[config.mk]
export PLATFORM = sky130hd
export DESIGN_NAME = inst_fetch
export DESIGN_NICKNAME = d
export VERILOG_FILES = /design/src/rtl/inst_fetch_pkg.sv /design/src/rtl/inst_fetch_fifo.sv /design/src/rtl/inst_fetch.sv
export SDC_FILE = /design/constraint.sdc
export NUM_CORES = 1
export LEC_CHECK = 0
export ABC_CLOCK_PERIOD_IN_PS = 7870
export CORE_AREA = 2 2 120 169
export DETAILED_ROUTE_END_ITERATION = 6
export DIE_AREA = 0 0 122 171
export PLACE_DENSITY = 0.83
export SETUP_SLACK_MARGIN = 0.3
export SYNTH_ARGS = -nofsm -noshare
export SYNTH_HDL_FRONTEND = slang
export SYNTH_SLANG_ARGS = --single-unit
[constraint.sdc]
create_clock -name clk -period 7.87 [get_ports clk]
set_input_delay 1.1805 -clock clk [delete_from_list [all_inputs] [get_ports clk]]
set_output_delay 1.1805 -clock clk [all_outputs]
set_load 0.01 [all_outputs]
[src/rtl/inst_fetch_pkg.sv]
// Shared fetch-stage constants, hold levels and the buffered fetch record.
// No logic; imported by the fetch stage, its FIFO and the bench.
`ifndef INST_FETCH_DEFINES
`define INST_FETCH_DEFINES
`define CpuResetAddr  32'h0000_0000
`define Hold_Flag_Bus 2:0
`define Hold_None     3'b000
`define Hold_Pc       3'b001
`define Hold_If       3'b010
`define Hold_Id       3'b011
`define INST_NOP      32'h0000_0013
`define ZeroWord      32'h0000_0000
`define InstBus       31:0
`define InstAddrBus   31:0
`endif

package inst_fetch_pkg;
  localparam logic [31:0] CPU_RESET_ADDR = `CpuResetAddr;
  localparam logic [2:0]  HOLD_NONE      = `Hold_None;
  localparam logic [2:0]  HOLD_PC        = `Hold_Pc;
  localparam logic [2:0]  HOLD_IF        = `Hold_If;
  localparam logic [2:0]  HOLD_ID        = `Hold_Id;
  localparam logic [31:0] INST_NOP       = `INST_NOP;
  localparam logic [31:0] ZERO_WORD      = `ZeroWord;

  typedef struct packed {
    logic [31:0] addr;
    logic [31:0] data;
  } fetch_t;
endpackage

[src/rtl/inst_fetch_fifo.sv]
// Generic DEPTH-entry sync FIFO with synchronous flush; data visible 1 cycle after push.
// No internal backpressure: the producer must honour full (credit-checked upstream).
module inst_fetch_fifo #(
  parameter int W     = 64,
  parameter int DEPTH = 2
) (
  input  logic                     clk,
  input  logic                     rst,
  input  logic                     flush,
  input  logic                     push,
  input  logic [W-1:0]             push_dat,
  input  logic                     pop,
  output logic [W-1:0]             pop_dat,
  output logic                     full,
  output logic                     empty,
  output logic [$clog2(DEPTH):0]   count
);
  localparam int AW = $clog2(DEPTH);
  localparam int CW = AW + 1;

  logic [W-1:0]  mem [DEPTH];
  logic [CW-1:0] wr_ptr, rd_ptr;

  // Pointers carry one extra wrap bit so full and empty are distinguishable.
  assign count   = wr_ptr - rd_ptr;
  assign empty   = (count == '0);
  assign full    = (count == CW'(DEPTH));
  assign pop_dat = mem[rd_ptr[AW-1:0]];

  always_ff @(posedge clk or negedge rst) begin
    if (!rst) begin
      wr_ptr <= '0;
      rd_ptr <= '0;
      for (int i = 0; i < DEPTH; i++) mem[i] <= '0;
    end else if (flush) begin
      wr_ptr <= '0;
      rd_ptr <= '0;
    end else begin
      if (push) begin
        mem[wr_ptr[AW-1:0]] <= push_dat;
        wr_ptr              <= wr_ptr + CW'(1);
      end
      if (pop) rd_ptr <= rd_ptr + CW'(1);
    end
  end

  assert property (@(posedge clk) disable iff (!rst) !(push && full && !flush));
endmodule

[src/rtl/inst_fetch.sv]
// PC generator / instruction-bus master feeding IF/ID; response word visible 1 cycle after rvalid.
// Credit-limited (outstanding + buffered <= DEPTH); IF/ID hold freezes the presented head.
module inst_fetch
  import inst_fetch_pkg::*;
#(
  parameter logic [31:0] RESET_ADDR = CPU_RESET_ADDR,
  parameter int          DEPTH      = 2
) (
  input  logic        clk,
  input  logic        rst,
  input  logic        jump_flag_i,
  input  logic [31:0] jump_addr_i,
  input  logic [2:0]  hold_flag_i,
  output logic        ibus_req_o,
  output logic [31:0] ibus_addr_o,
  input  logic        ibus_gnt_i,
  input  logic        ibus_rvalid_i,
  input  logic [31:0] ibus_rdata_i,
  output logic [31:0] inst_o,
  output logic [31:0] inst_addr_o,
  output logic        inst_valid_o,
  output logic [31:0] pc_o
);
  localparam int CW = $clog2(DEPTH) + 1;

  logic [31:0]   pc;
  logic [CW-1:0] outstanding, discard, out_nxt, buf_count, aq_count;
  logic          hs, credit_ok, drop, push, pop;
  logic          buf_empty, buf_full, aq_empty, aq_full;
  logic [31:0]   aq_head;
  fetch_t        buf_head;

  // In-flight fetches reserve a buffer slot, so a response can never overflow.
  assign credit_ok   = (outstanding + buf_count) < CW'(DEPTH);
  assign ibus_req_o  = rst & ~jump_flag_i & (hold_flag_i < HOLD_PC) & credit_ok;
  assign ibus_addr_o = pc;
  assign pc_o        = pc;
  assign hs          = ibus_req_o & ibus_gnt_i;

  assign drop    = ibus_rvalid_i & (discard != '0);
  assign push    = ibus_rvalid_i & ~drop & ~jump_flag_i;
  assign pop     = inst_valid_o & (hold_flag_i < HOLD_IF) & ~jump_flag_i;
  assign out_nxt = outstanding + CW'(hs) - CW'(ibus_rvalid_i);

  always_ff @(posedge clk or negedge rst) begin
    if (!rst) begin
      pc          <= RESET_ADDR;
      outstanding <= '0;
      discard     <= '0;
    end else begin
      outstanding <= out_nxt;
      if (jump_flag_i) begin
        // Everything still on the bus after this cycle belongs to the old stream.
        pc      <= {jump_addr_i[31:2], 2'b00};
        discard <= out_nxt;
      end else begin
        if (hs)   pc      <= pc + 32'd4;
        if (drop) discard <= discard - CW'(1);
      end
    end
  end

  inst_fetch_fifo #(.W(32), .DEPTH(DEPTH)) u_addr_q (
    .clk      (clk),
    .rst      (rst),
    .flush    (jump_flag_i),
    .push     (hs),
    .push_dat (pc),
    .pop      (push),
    .pop_dat  (aq_head),
    .full     (aq_full),
    .empty    (aq_empty),
    .count    (aq_count)
  );

  inst_fetch_fifo #(.W(64), .DEPTH(DEPTH)) u_inst_buf (
    .clk      (clk),
    .rst      (rst),
    .flush    (jump_flag_i),
    .push     (push),
    .push_dat ({aq_head, ibus_rdata_i}),
    .pop      (pop),
    .pop_dat  (buf_head),
    .full     (buf_full),
    .empty    (buf_empty),
    .count    (buf_count)
  );

  assign inst_valid_o = ~buf_empty;
  assign inst_o       = buf_empty ? INST_NOP  : buf_head.data;
  assign inst_addr_o  = buf_empty ? ZERO_WORD : buf_head.addr;

  logic unused_ok;
  assign unused_ok = ^{jump_addr_i[1:0], buf_full, aq_empty, aq_full, aq_count};
endmodule
==> Yosys cells after proc, flatten, opt, wreduce, memory -nomap -nowiden <==
Cells that the tools add are included.
Widths: inputs -> output; s select.
{ "totals": {"ff_bits": 236, "latch_bits": 0, "ramBits": 0, "romBits": 0, "in_bits": 72, "output_inout_bits": 130, "elab_cells": 82, "memories": 0} }
{ "classes": {"n_addsub": 10, "multipliers": 0, "div": 0, "n_lt_le_gt_ge": 9, "n_eq_ne": 0, "n_shift": 0, "mux": 26, "n_bitwise": 16, "n_reduce_logical": 10} }
{ "op_table": {"columns": ["operator", "n"], "rows": [
  ["$mux 32", 8],
  ["$mux 64", 4],
  ["$bwmux 128", 1],
  ["$bwmux 64", 1],
  ["$demux 64 s1", 1],
  ["$add 32x3->32 const B", 1],
  ["$demux 32 s1", 1],
  ["$mux 2", 10],
  ["$reduce_bool 2->1", 5],
  ["$and 1x1->1", 9],
  ["$add 2x1->2 const B", 4],
  ["$ge 2x2->1 const B", 4],
  ["$not 1->2", 4],
  ["$lt 2x1->1 const B", 2],
  ["$reduce_and 2->1", 2],
  ["$lt 3x1->1 const B", 1],
  ["$lt 3x2->1 const B", 1],
  ["$not 1->1", 3],
  ["$add 2x1->2", 1],
  ["$add 2x2->2", 1],
  ["$logic_and 1x1->1", 2],
  ["$logic_not 2->1", 1],
  ["$lt 2x2->1 const B", 1],
  ["$sub 2x1->2", 1],
  ["2 further kinds", 2]
]} }

==> Longest topological paths before layout <==
{ "depth": {"word_depth": 8, "depth_mapped": 14, "mapped_depth_nobuf": 13} }

==> Cells and area by module <==
A second synthesis with hierarchy kept.
{ "hier_totals": {"hier_cells": 928, "hier_area_um2": 12000.3} }
{ "modules_own_cells": {"columns": ["module", "instances", "cells_per_inst", "area_per_inst_um2", "seq_area_each_um2"], "rows": [
  ["inst_fetch_fifo at u_inst_buf", 1, 364, 6163.4, 3303.2],
  ["inst_fetch_fifo at u_addr_q", 1, 194, 3019.1, 1701.6],
  ["inst_fetch", 1, 370, 2817.7, 850.8]
]} }

==> Worst setup path after synthesis <==
OpenSTA, ideal clock, no wires.
{ "synth_path": {"path_kind": "input-to-reg", "start": "in hold_flag_i[2]", "end": "reg discard[1]", "setup_time_ns": 0.133, "arrival_ns": 3.026, "required_time_ns": 7.737, "slack_ns": 4.711, "path_stages": 12, "n_path_buf": 1, "path_cell_list": "nor2_1 -> nand4_1 -> nor2_4 -> inv_2 -> clkbuf_1 -> ha_1 -> inv_1 -> ha_1 -> xnor2_1 -> xnor2_1 -> nand2_1 -> o21ai_0"} }
{ "synth_between": {"elab_chain_cells": 7} }
{ "synth_lines": {"columns": ["item", "line", "text"], "rows": [
  ["start, declared", "inst_fetch.sv:13", "input logic [2:0] hold_flag_i,"],
  ["$lt 3x1->1", "inst_fetch.sv:35", "assign ibus_req_o = rst & ~jump_flag_i & (hold_flag_i < HOLD_PC) & credit_ok;"],
  ["$and 1x1->1 (2 in a row)", "inst_fetch.sv:35", null],
  ["$and 1x1->1", "inst_fetch.sv:38", "assign hs = ibus_req_o & ibus_gnt_i;"],
  ["$add 2x1->2", "inst_fetch.sv:43", "assign out_nxt = outstanding + CW'(hs) - CW'(ibus_rvalid_i);"],
  ["$sub 2x1->2", "inst_fetch.sv:43", null],
  ["named net out_nxt[1]", "inst_fetch.sv:27", "logic [CW-1:0] outstanding, discard, out_nxt, buf_count, aq_count;"],
  ["$mux 2", "inst_fetch.sv:52", "if (jump_flag_i) begin"],
  ["end signal, assigned", "inst_fetch.sv:55", "discard <= out_nxt;"],
  ["end signal, assigned", "inst_fetch.sv:58", "if (drop) discard <= discard - CW'(1);"],
  ["end, declared", "inst_fetch.sv:27", null]
]} }
The timed path passes the listed nets, and every way through them passes these cells.
A chain may end at the register's enable or synchronous reset.

==> Final worst setup path <==
{ "layout_path": {"start": "reg u_inst_buf.rd_ptr[0]", "end": "out inst_o[1]"} }
{ "layout_between": {"elab_chain_cells": 5, "word_cells_on_any_way": 7, "classes_between": "add/sub: 1; mux: 4; bitwise: 1; reduce/logical: 1"} }
{ "layout_lines": {"columns": ["item", "line", "text"], "rows": [
  ["start, declared", "inst_fetch_fifo.sv:22", "logic [CW-1:0] wr_ptr, rd_ptr;"],
  ["start signal, assigned", "inst_fetch_fifo.sv:43", "if (pop) rd_ptr <= rd_ptr + CW'(1);"],
  ["branches (longest 4 deep; another with $sub 2x2->2)", null, null],
  ["$mux 32 *", "inst_fetch.sv:90", "assign inst_o = buf_empty ? INST_NOP : buf_head.data;"],
  ["end, declared", "inst_fetch.sv:19", "output logic [31:0] inst_o,"]
]} }
Every way passes the cells marked *. The select of a mux whose other input is x is not followed.

==> reports/qor.csv <==
metric,value,unit
setup_viol,0,
port_buffers,193,
gp_congestion,0.803,
cts_tree,yes,
cts_resized,0,
fin_ws,3.51,ns
layout_common_cells,"dfrtp_1, clkdlybuf4s50_1, mux2_2",
worstPathArrival,3.18,ns
startpoint,u_inst_buf.rd_ptr[0],
initial_core_util,53.9,%
ys.flop_type,dfrtp_1,
synth_xor_area_share,2.44,%
worstPathRequired,6.69,ns
die_h,171,um
max-clock-path-buffers,3,
synth-seq-cells,224,
synth_compound_area_share,5.91,%
path_clk_slew,0.06,ns
cp-endpoint,inst_o[1],
cp_max_fo,60,
rsz0062_at_grt,no,
antenna_left,0,
fin_crit_sh,55.4,%
syn_area,10500,um2
place_ws,3.67,ns
final_common_cell,dfrtp_1,
drtIter0Drc,501,
grt_max_degree,102,
final_cells,1334,
grt_use_total,22.3,%
via_count,7408,
synthArstFlopShare,100,%
drt-total-wl,23200,um
grt_pass1_vias,7533,
drc,0,
core_region_area,19500,um2
worst_pin_slew,1.05,ns
r2r_start,u_inst_buf.rd_ptr[0],
crit_slowest_cell,clkdlybuf4s50_1,
grt_overflow,0,
first_pass_iters,5,
fmax,229,MHz
yosysSeqAreaShare,53.4,%
cts-root-buf,clkbuf_16,
via_per_inst,5.55,
placed_cells,1294,
dp_hpwl,15000,um
hold_class,reg2reg,
avgSynthCellArea,11.3,um2
critPathLaunchType,register,
postCtsHoldBufs,0,
wl_per_cell,17.4,um
grt_pass1_wl,37300,um
reg2regPathDepth,7,
cts_max_level,1,
layout.nets,1143,
status,finished clean,
synth_edf_count,0,
fp.dieArea,20900,um2
min_period,4.36,ns
drive_above_1_share,16.6,%
cts_setup_buffers,0,
num_rows,61,
p_leak,5.58,nW
clk_latency,0.49,ns
r2r-end,u_addr_q.mem[38],
yosysUniqueCellTypes,44,
tns,0,ns
drv_slew,0,
antenna_found_initial,0,
io_pins,202,
skew,0.0115,ns
relSlewSlack,30.2,%
clock-sinks,224,
synth_cells,929,
area_growth,25.5,%
hold_viol,0,
reg2reg_slack,4.42,ns
cp_slowest_stage_delay,0.57,ns
ir_drop,0.173,mV
synth-simple-area-share,10.4,%
dieWidth,122,um
drv_cap,0,
muxShareOfSynthArea,22.1,%
synth_top_family_by_area,multiplexers,
totalPowerFinal,4.37,mW
synthAdderAreaFrac,0.596,%
insertedDiodeCount,0,
yosys_warnings,0,
cts_made_buffers,22,
crit_chain,ha_1 > xnor3_1 > and2_2 > buf_4 > inv_1 > nand2_1 > clkdlybuf4s50_1,
power.density,332,nW/um2
endpoint_kind,primary output,
crit_type,reg2out,
min_path_cells,2,
[area by class of cell]
cell class / instances / area [um2]
Timing Repair Buffer: 202 / 2000
Clock buffer: 34 / 687
Multi-Input combinational cell: 607 / 4390
Tap cell: 252 / 315
Clock inverter: 6 / 133
Sequential cell: 224 / 5610
Inverter: 9 / 33.8
Fill cell: 1479 / 6290
[synthesized netlist by cell type, types with 2 or more instances]
cell type / count / area share (%)
nand3_1: 16 / 0.76
nand2b_1: 3 / 0.18
or3_1: 2 / 0.12
nor3_1: 9 / 0.43
nor3b_1: 2 / 0.14
nand4_1: 5 / 0.30
a21bo_2: 2 / 0.19
a21oi_1: 32 / 1.5
mux2_2: 123 / 13
xnor2_1: 20 / 1.7
a21o_1: 3 / 0.21
and4_1: 4 / 0.33
mux2i_1: 92 / 8.8
and3_1: 8 / 0.48
ha_1: 5 / 0.60
nor2_1: 110 / 3.9
xor2_1: 4 / 0.33
buf_1: 3 / 0.11
and2_1: 3 / 0.18
o21ai_0: 50 / 2.4
buf_4: 39 / 2.8
nand2_1: 64 / 2.3
dfrtp_1: 224 / 53
nor4_1: 12 / 0.72
a221o_1: 4 / 0.38
o41ai_1: 2 / 0.17
or4_1: 5 / 0.36
o21ai_1: 2 / 0.095
o31ai_1: 5 / 0.36
inv_1: 8 / 0.29
buf_2: 5 / 0.24
a31oi_1: 5 / 0.30
clkbuf_1: 47 / 1.7
[worst min path at each step]
| stage | slack [ns] | to | startpoint |
|---|---|---|---|
| after floorplan | 0.45 | u_inst_buf.mem[34] | u_inst_buf.mem[34] |
| after global placement | 0.46 | u_inst_buf.mem[43] | u_inst_buf.mem[43] |
| after detailed placement | 0.47 | u_inst_buf.mem[43] | u_inst_buf.mem[43] |
| after CTS | 0.48 | u_inst_buf.mem[57] | u_inst_buf.mem[57] |
| after global routing | 0.50 | u_inst_buf.mem[43] | u_inst_buf.mem[43] |
| final | 0.48 | u_inst_buf.mem[43] | u_inst_buf.mem[43] |
[layer usage]
metal / GRT usage [%] / wire length [um] / up-vias
met3: 2.93 / 1170 / 42
met5: 0 / 0 / -
li1: - / - / 3470
met1: 27.9 / 9550 / 3657
met2: 39.7 / 12000 / 239
met4: 7.65 / 563 / 0
[worst max-delay path, delay by kind of cell (launching register included)]
family / cells / cell delay, ns
simple gates: 2 / 0.27
flops: 1 / 0.56
xor+xnor: 1 / 0.25
buf+inv: 3 / 1.37
fa+ha+maj: 1 / 0.24
[flip-flops by register name, summed over array words and instances, names as in the netlist]
name               flops
ibus_addr_o           30
u_inst_buf.mem       124
u_addr_q.mem          60
u_addr_q.rd_ptr        1
u_inst_buf.rd_ptr      2
u_inst_buf.wr_ptr      2
outstanding            2
discard                2
u_addr_q.wr_ptr        1
[stage by stage]
stage          area (um2)  util [%]  hold slack [ns]
2_1_floorplan       10500         -            0.450
3_3_place_gp        12400      63.5            0.460
3_5_place_dp        12400      63.5            0.470
4_1_cts             13200      67.7            0.484
5_1_grt             13200      67.7            0.502
6_report            13200      67.7            0.478
[kinds of logic after synthesis]
| family | count (synthesis) |
|---|---|
| buf+inv | 103 |
| compound gates | 109 |
| fa+ha+maj | 5 |
| simple gates | 245 |
| mux | 216 |
| other cells | 1 |
| xor+xnor | 26 |
| flops | 224 |
[where the power goes]
group,internal [mW],switching (mW)
registers,1.50,0.237
clock network,0.731,0.421
logic,0.781,0.695
Note: power is estimated with default switching activity, not from simulation.
